$ cat src/rtl/spi_slave_ctrl_pkg.sv
// spi_slave_ctrl_pkg: shared types, widths and command check for the SPI slave front-end
package spi_slave_ctrl_pkg;
  localparam int MEM_WIDTH = 8;
  localparam int ADDR_SIZE = 8;
  localparam int WORD_W = MEM_WIDTH + 2;

  typedef enum logic [2:0] {IDLE, CHK_CMD, WRITE, READ_ADD, READ_DATA} spi_state_e;
  typedef enum logic [1:0] {WR_ADDR = 2'b00, WR_DATA = 2'b01, RD_ADDR = 2'b10, RD_DATA = 2'b11} ram_cmd_e;

  // A write frame may carry either write command; read frames must match their phase exactly.
  function automatic logic cmd_ok(spi_state_e st, logic [1:0] cmd);
    return st == WRITE ? !cmd[1] :
           st == READ_ADD ? cmd == RD_ADDR :
           st == READ_DATA ? cmd == RD_DATA : 1'b0;
  endfunction
endpackage

$ cat src/rtl/spi_slave_ctrl_if.sv
// spi_slave_ctrl_if: SPI pins plus the RAM-side word/readback handshake
interface spi_slave_ctrl_if;
  import spi_slave_ctrl_pkg::*;
  logic ss_n;
  logic mosi;
  logic miso;
  logic [WORD_W-1:0] rx_data;
  logic rx_valid;
  logic [MEM_WIDTH-1:0] tx_data;
  logic tx_valid;
  logic frame_err;
  modport slave (input ss_n, mosi, tx_data, tx_valid, output miso, rx_data, rx_valid, frame_err);
  modport master (output ss_n, mosi, tx_data, tx_valid, input miso, rx_data, rx_valid, frame_err);
endinterface

$ cat src/rtl/spi_slave_ctrl_tx_serializer.sv
// spi_tx_serializer: loads RAM read data and shifts it out MSB first, one bit per cycle
module spi_tx_serializer
  import spi_slave_ctrl_pkg::*;
(
  input  logic                 clk,
  input  logic                 rst,
  input  logic                 clr_i,
  input  logic                 load_i,
  input  logic [MEM_WIDTH-1:0] data_i,
  output logic                 miso_o,
  output logic                 done_o
);
  localparam logic [3:0] LAST = 4'(MEM_WIDTH - 1);
  logic [MEM_WIDTH-1:0] sh_q;
  logic [3:0] cnt_q;
  logic busy_q, miso_q, done_q;
  assign miso_o = miso_q;
  assign done_o = done_q;
  // MSB goes out on the load edge; after the last bit the line returns low and done is held.
  always_ff @(posedge clk) begin
    if (rst || clr_i) begin
      sh_q <= '0;
      cnt_q <= '0;
      busy_q <= 1'b0;
      miso_q <= 1'b0;
      done_q <= 1'b0;
    end else if (load_i) begin
      sh_q <= {data_i[MEM_WIDTH-2:0], 1'b0};
      cnt_q <= '0;
      busy_q <= 1'b1;
      miso_q <= data_i[MEM_WIDTH-1];
      done_q <= 1'b0;
    end else if (busy_q) begin
      miso_q <= cnt_q == LAST ? 1'b0 : sh_q[MEM_WIDTH-1];
      sh_q <= sh_q << 1;
      cnt_q <= cnt_q == LAST ? '0 : cnt_q + 4'd1;
      busy_q <= cnt_q != LAST;
      done_q <= cnt_q == LAST;
    end
  end
endmodule

$ cat src/rtl/spi_slave_ctrl.sv
// spi_slave_ctrl: SPI slave front-end framing MOSI words for the SPI RAM and replaying read data on MISO
module spi_slave_ctrl
  import spi_slave_ctrl_pkg::*;
(
  input  logic            clk,
  input  logic            rst,
  spi_slave_ctrl_if.slave bus
);
  localparam logic [3:0] LAST_BIT = 4'(WORD_W - 1);
  spi_state_e state_q;
  logic [3:0] cnt_q;
  logic [WORD_W-2:0] shift_q;
  logic [WORD_W-1:0] word_d, rx_data_q;
  logic done_q, rd_wait_q, rd_addr_seen_q, rx_valid_q, frame_err_q, tx_load_d, tx_done;
  assign word_d = {shift_q, bus.mosi};
  assign tx_load_d = state_q == READ_DATA && rd_wait_q && bus.tx_valid && !tx_done;
  assign bus.rx_data = rx_data_q;
  assign bus.rx_valid = rx_valid_q;
  assign bus.frame_err = frame_err_q;
  // Frame FSM: command bit, ten word bits, then hold (done_q) until ss_n deasserts.
  always_ff @(posedge clk) begin
    rx_valid_q <= 1'b0;
    frame_err_q <= 1'b0;
    if (rst) begin
      state_q <= IDLE;
      cnt_q <= '0;
      shift_q <= '0;
      done_q <= 1'b0;
      rd_wait_q <= 1'b0;
      rx_data_q <= '0;
      rd_addr_seen_q <= 1'b0;
    end else if (bus.ss_n) begin
      state_q <= IDLE;
      cnt_q <= '0;
      done_q <= 1'b0;
      rd_wait_q <= 1'b0;
    end else begin
      case (state_q)
        IDLE: state_q <= CHK_CMD;
        CHK_CMD: state_q <= !bus.mosi ? WRITE : rd_addr_seen_q ? READ_DATA : READ_ADD;
        default: begin
          if (!done_q) begin
            shift_q <= word_d[WORD_W-2:0];
            cnt_q <= cnt_q == LAST_BIT ? '0 : cnt_q + 4'd1;
            if (cnt_q == LAST_BIT) begin
              done_q <= 1'b1;
              if (cmd_ok(state_q, word_d[WORD_W-1:WORD_W-2])) begin
                rx_valid_q <= 1'b1;
                rx_data_q <= word_d;
                rd_addr_seen_q <= state_q == READ_ADD ? 1'b1 : state_q == READ_DATA ? 1'b0 : rd_addr_seen_q;
                rd_wait_q <= state_q == READ_DATA;
              end else begin
                frame_err_q <= 1'b1;
              end
            end
          end else if (rd_wait_q && bus.tx_valid) begin
            rd_wait_q <= 1'b0;
          end
        end
      endcase
    end
  end
  spi_tx_serializer u_tx (
    .clk    (clk),
    .rst    (rst),
    .clr_i  (bus.ss_n),
    .load_i (tx_load_d),
    .data_i (bus.tx_data),
    .miso_o (bus.miso),
    .done_o (tx_done)
  );
endmodule
$ cat src/flat_wrapper.sv
// flat-port wrapper written by rule: the top's interface ports become plain ports
module spi_slave_ctrl_flat import spi_slave_ctrl_pkg::*;
  (clk, rst, bus_ss_n, bus_mosi, bus_tx_data, bus_tx_valid, bus_miso, bus_rx_data, bus_rx_valid, bus_frame_err);
  spi_slave_ctrl_if bus_i ();
  input  logic clk;
  input  logic rst;
  input wire logic [$bits(bus_i.ss_n)-1:0] bus_ss_n;
  input wire logic [$bits(bus_i.mosi)-1:0] bus_mosi;
  input wire logic [$bits(bus_i.tx_data)-1:0] bus_tx_data;
  input wire logic [$bits(bus_i.tx_valid)-1:0] bus_tx_valid;
  output wire logic [$bits(bus_i.miso)-1:0] bus_miso;
  output wire logic [$bits(bus_i.rx_data)-1:0] bus_rx_data;
  output wire logic [$bits(bus_i.rx_valid)-1:0] bus_rx_valid;
  output wire logic [$bits(bus_i.frame_err)-1:0] bus_frame_err;
  assign bus_i.ss_n = bus_ss_n;
  assign bus_i.mosi = bus_mosi;
  assign bus_i.tx_data = bus_tx_data;
  assign bus_i.tx_valid = bus_tx_valid;
  assign bus_miso = bus_i.miso;
  assign bus_rx_data = bus_i.rx_data;
  assign bus_rx_valid = bus_i.rx_valid;
  assign bus_frame_err = bus_i.frame_err;
  spi_slave_ctrl u_core (.clk(clk), .rst(rst), .bus(bus_i));
endmodule
$ cat config.mk
export PLATFORM = sky130hd
export DESIGN_NAME = spi_slave_ctrl_flat
export DESIGN_NICKNAME = d
export VERILOG_FILES = /design/src/rtl/spi_slave_ctrl_pkg.sv /design/src/rtl/spi_slave_ctrl_if.sv /design/src/rtl/spi_slave_ctrl_tx_serializer.sv /design/src/rtl/spi_slave_ctrl.sv /design/src/flat_wrapper.sv
export SDC_FILE = /design/constraint.sdc
export NUM_CORES = 1
export LEC_CHECK = 0
export CAP_MARGIN = 30
export CORE_ASPECT_RATIO = 0.6
export CORE_MARGIN = 5
export CORE_UTILIZATION = 30
export DETAILED_ROUTE_END_ITERATION = 7
export PLACE_DENSITY = 0.56
export SYNTH_ARGS = -nofsm -noshare
export SYNTH_HDL_FRONTEND = slang
export SYNTH_SLANG_ARGS = --single-unit
export TNS_END_PERCENT = 20
$ cat constraint.sdc
create_clock -name clk -period 2.3 [get_ports clk]
set_input_delay 0.69 -clock clk [delete_from_list [all_inputs] [get_ports clk]]
set_output_delay 0.69 -clock clk [all_outputs]
set_load 0.03 [all_outputs]
Word level (Yosys, flattened, before mapping)

Index checks and enable logic that the tools add are counted.

Logic and storage cells: 77
Output and inout port bits: 13
Input bits: 13
Bits in registers: 45

Reductions and logical operators: 22
Bitwise gates (word level): 4
Mux-type cells: 25
Add/sub/neg operators: 2
Eq/ne operators: 10

Operators with widths:

| operator                                             | count |
|---|---|
| 2-to-1 mux 1 bit                                     | 18 |
| 2-to-1 mux 8 bit                                     | 2 |
| nonzero test 2 bit                                   | 5 |
| adder 4 x 1 -> 4 bit (second input constant)         | 2 |
| 2-to-1 mux 4 bit                                     | 2 |
| equality test 3 x 2 -> 1 bit (second input constant) | 2 |
| 2-to-1 mux 3 bit                                     | 2 |
| one-hot mux 3 bit (2 select lines)                   | 1 |
| AND reduction 6 bit                                  | 1 |
| OR reduction 2 bit                                   | 3 |
| OR reduction 6 bit                                   | 1 |
| AND reduction 5 bit                                  | 1 |
| equality test 2 bit (second input constant)          | 2 |
| equality test 4 x 3 -> 1 bit (second input constant) | 1 |
| equality test 4 bit (second input constant)          | 1 |
| logical AND 1 bit                                    | 4 |
| != test 4 x 3 -> 1 bit (second input constant)       | 1 |
| NOT 1 bit                                            | 4 |
| AND reduction 4 bit                                  | 1 |
| equality test 3 x 1 -> 1 bit (second input constant) | 1 |
| equality test 3 bit (second input constant)          | 1 |
| logical NOT 3 bit                                    | 1 |
| AND reduction 3 bit                                  | 1 |
| logical NOT 1 bit                                    | 2 |
| other kinds (3)                                      | 3 |

Depth between registers and ports, before layout

Depth in word-level cells: 7
Gate-level depth with buffers: 6
Depth with buffers taken out: 5

Hierarchy

A second synthesis with hierarchy kept.

Cell total of the unflattened synthesis: 214
Area total of the unflattened synthesis: 2,015.7 µm²

By module, submodules not included:

| module            | cells each | area an instance (µm²) | instances | sequential area each (µm²) |
|---|---|---|---|---|
| spi_slave_ctrl    | 149        | 1,372.6                | 1         | 620.6 |
| spi_tx_serializer | 65         | 643.1                  | 1         | 280.3 |

Worst setup path before layout

Ideal clock, no wire load.

Path kind: input port to flip-flop
Start: input port bus_ss_n
End: register u_core.rd_wait_q
Path buffers: 1
Data required time: 2.227 ns
Stages: 5
Setup time: 0.073 ns
Arrival: 2.036 ns
Setup slack: 0.191 ns
Cells stage by stage: or2_1 buf_6 or4_4 or4_4 o211ai_2

Word-level cells in the longest chain between the ends: 1

RTL lines:

| element                             | RTL line             | text |
|---|---|---|
| from (decl)                         | flat_wrapper.sv:7    | `input wire logic [$bits(bus_i.ss_n)-1:0] bus_ss_n;` |
| OR reduction 2 bit (no source line) | n/a                  |  |
| to (signal assigned)                | spi_slave_ctrl.sv:29 | `rd_wait_q <= 1'b0;` |
| to (signal assigned)                | spi_slave_ctrl.sv:36 | `rd_wait_q <= 1'b0;` |
| to (signal assigned)                | spi_slave_ctrl.sv:51 | `rd_wait_q <= state_q == READ_DATA;` |
| to (decl)                           | spi_slave_ctrl.sv:14 | `logic done_q, rd_wait_q, rd_addr_seen_q, rx_valid_q, frame_err_q, tx_load_d, tx_done;` |

Every way passes these cells.
A chain may end at the register's enable or synchronous reset.

Final worst setup path

Start: input port rst
End: register u_core.rd_wait_q

Word-level cells in the longest chain between the ends: 1

RTL lines:

| element                             | RTL line          | text |
|---|---|---|
| from (decl)                         | flat_wrapper.sv:6 | `input logic rst;` |
| OR reduction 2 bit (no source line) | n/a               |  |

Every way passes these cells.

==> results.py <==
metrics = {
    "floorplan": {
        "core_area_sq_mm": 0.00622,
        "dieArea_sq_mm": 0.00830,
        "fp.dieW_um": 114,
        "start_util_pct": 31.5,
        "ioPinCount": 26,
        "die_y_um": 72.6,
        "rows": 22,
    },
    "cells_and_area": {
        "nets": 268,
        "area_growth_pct": 24.1,
        "diodes": 0,
        "layout_common_cells": "dfxtp_1, nand2_1, nor2_1, clkdlybuf4s50_1, a21oi_1",
        "layout.cells.non_filler": 338,
        "drive_gt1_share_pct": 9.84,
        "final_common_cell": "dfxtp_1",
    },
    "clocking": {
        "cts-htree-levels": 2,
        "clk_pin_slew_ns": 0.08,
        "cts_setup_buffers": 0,
        "cts.path.max_buffers": 2,
        "clock-root-buffer": "clkbuf_8",
        "clk_latency_ns": 0.29,
        "cts_sinks": 45,
        "numCtsBuffers": 5,
        "cts_tree": "done",
        "cts.hold.buffers_added": 0,
    },
    "timing": {
        "fin_crit_sh_pct": 94.6,
        "period_minus_slack_ns": 2.18,
        "relSlewSlack_pct": 78.0,
        "fmax_mhz": 459,
        "fin_tns_setup_ns": 0,
        "tightestPinTransition_ns": 0.326,
        "holdWs_ns": 0.460,
        "hold_viol_final": 0,
        "rsz0062_at_grt": "false",
        "skew_ns": 0.00238,
        "setup_viol": 0,
        "maxSlewViolCount": 0,
    },
    "worst_setup_path": {
        "cpPeakStageDelay_ns": 0.52,
        "crit_type": "input pin to flip-flop",
        "critPathArrivalTime_ns": 2.40,
        "end_kind": "flip-flop",
        "path_cells": "clkdlybuf4s50_1 > or2_1 > or4_4 > or4_4 > o211ai_2",
        "worst_setup_path_start_kind": "input pin",
        "crit_path_frequent_cell": "or4_4",
        "path_max_fanout": 2,
        "crit_slowest_cell": "or4_4",
        "required_ns": 2.52,
        "regToRegSetupSlack_ns": 0.49,
    },
    "min_path": {
        "hold_path.class": "flip-flop to flip-flop",
    },
    "detailed_routing": {
        "firstDrtPassIters": 4,
        "vias_per_cell": 4.83,
        "drt-total-wl_um": 4290,
        "detail-route-antenna-nets": 0,
        "drc_errors": 0,
        "routed-via-count": 1632,
        "post_drt_wl_per_cell_um": 12.7,
        "drt_iter0_drc": 126,
    },
    "power": {
        "max-vdd-ir-drop_mv": 0.228,
        "power_density_mw_per_mm2": 550,
        "p_leak_nw": 0.792,
    },
    "synth": {
        "syn_nets": 239,
        "netlist_instances": 225,
        "ys_ff_latch": 45,
        "yosysTopAreaCellShare_pct": 46.0,
        "synthFlopType": "dfxtp_1",
        "synth_top_area_cell": "dfxtp_1",
        "yosys-top-cells-area": "dfxtp_1, nand2_1, mux2i_1",
        "synth-edff-count": 0,
        "synth_warnings": 0,
        "synthArstFlopShare_pct": 0,
        "syn_area_sq_mm": 0.00196,
        "synth.distinct_cells": 42,
        "synth-seq-area-share_pct": 46.0,
        "avgSynthCellArea_sq_um": 8.70,
    },
    "flow_run": {
        "maxCapViolCount": 0,
    },
    "global_route": {
        "grt_max_degree": 22,
        "grt_pass1_vias": 1441,
        "grt_first_pass_wirelength_um": 7230,
        "antenna_found_initial": 0,
        "grtUsageTotal_pct": 10.8,
        "grt.overflow.total": 0,
    },
    "placement": {
        "io_buffer_count": 25,
        "gp_congestion": 0.802,
        "dp_cells": 331,
        "dp_hpwl_um": 3100,
    },
    "outcome": {
        "outcome": "complete, no violations",
    },
}
## path summary, 6_finish.rpt
| kind | from | endpoint | cells after the start |
|---|---|---|---|
| worst min-delay path | u_core.bus.rx_data[0]$_SDFFE_PP0P_ | u_core.bus.rx_data[0]$_SDFFE_PP0P_ | 2 |
| worst max register to register | u_core.cnt_q[2]$_SDFFE_PP0P_ | u_core.rd_wait_q$_SDFFE_PP0P_ | 4 |
| worst min register to register | u_core.bus.rx_data[0]$_SDFFE_PP0P_ | u_core.bus.rx_data[0]$_SDFFE_PP0P_ | 2 |
| worst max-delay path | rst | u_core.rd_wait_q$_SDFFE_PP0P_ | 5 |
## cell type report
cell class | instances | area [sq um]
Clock buffer | 7 | 86.3
Fill cell | 628 | 3790
Inverter | 13 | 48.8
Multi-Input combinational cell | 153 | 945
Sequential cell | 45 | 901
Tap cell | 84 | 105
Timing Repair Buffer | 36 | 344
## cell usage after synthesis (2+ instances only)
cell type / n
dfxtp_1: 45
nand2_1: 29
nor2_1: 25
a21oi_1: 17
inv_1: 13
mux2i_1: 10
o2111ai_1: 10
clkbuf_1: 9
o31ai_1: 9
a211oi_1: 7
nand3_1: 4
o21ai_0: 4
buf_2: 3
nand2b_1: 3
nor2b_1: 3
a31oi_1: 2
nand3b_1: 2
nand4b_1: 2
nor3b_1: 2
or2_2: 2
or4_4: 2
xor2_1: 2
## layer usage
metal | part of all wire [%] | wire [um] | GRT usage, %
met1 | 57 | 2460 | 17.5
met2 | 36 | 1530 | 13.0
met3 | 5.3 | 227 | 2.90
met4 | 1.6 | 68 | 4.08
met5 | 0 | 0 | 0
## report_power, final
group	internal, mW	leakage [nW]	total (mW)	switching, mW
Clock	0.239	0.0443	0.489	0.251
Sequential	0.780	0.363	0.785	0.00461
Combinational	0.0292	0.385	0.0628	0.0336
## cell families (layout without fill, tap and decap cells)
logic type	count (synthesis)	after routing	synth area share, %
muxes	10	10	5.11
buffers and inverters	27	56	5.75
AOI/OAI and AO/OA	56	56	19.7
adders and majority gates	1	1	0.639
and+or+nand+nor	83	83	21.4
xor gates and xnor gates	3	3	1.34
DFF	45	45	46.0
## per-stage QoR
stage	instance area [sq um]	power (mW)	utilization (%)	setup slack [ns]
finish	2430	1.34	39.1	0.123
global route	2430	1.39	39.1	0.0913
CTS	2430	1.36	39.1	0.129
detailed placement	2340	0.867	37.7	-0.321
global placement	2340	0.866	37.7	-0.284
floorplan	1960	0.832	-	0.191
## sequential cells by signal, indices dropped and copies added, names as in the netlist
signal,cells
u_core.bus.rx_valid,1
u_core.rd_wait_q,1
u_core.shift_q,9
u_core.u_tx.busy_q,1
u_core.u_tx.cnt_q,4
u_core.done_q,1
u_core.bus.rx_data,10
u_core.u_tx.miso_o,1
u_core.state_q,3
u_core.u_tx.sh_q,7
u_core.rd_addr_seen_q,1
u_core.cnt_q,4
u_core.bus.frame_err,1
u_core.u_tx.done_o,1
## worst max-delay path, delay by kind of cell
family                 cells  cell delay [ns]
AO/OA/AOI/OAI              1             0.08
AND/OR/NAND/NOR            3             1.19
buffers and inverters      1             0.44
## timing repair
| action | 4_1_cts | 5_1_grt |
|---|---|---|
| hold endpoints to repair | 0 | 0 |
| resized for setup | 1 | 0 |
| setup endpoints to repair | 1 | 0 |
Note: power is estimated with default switching activity, not from simulation.
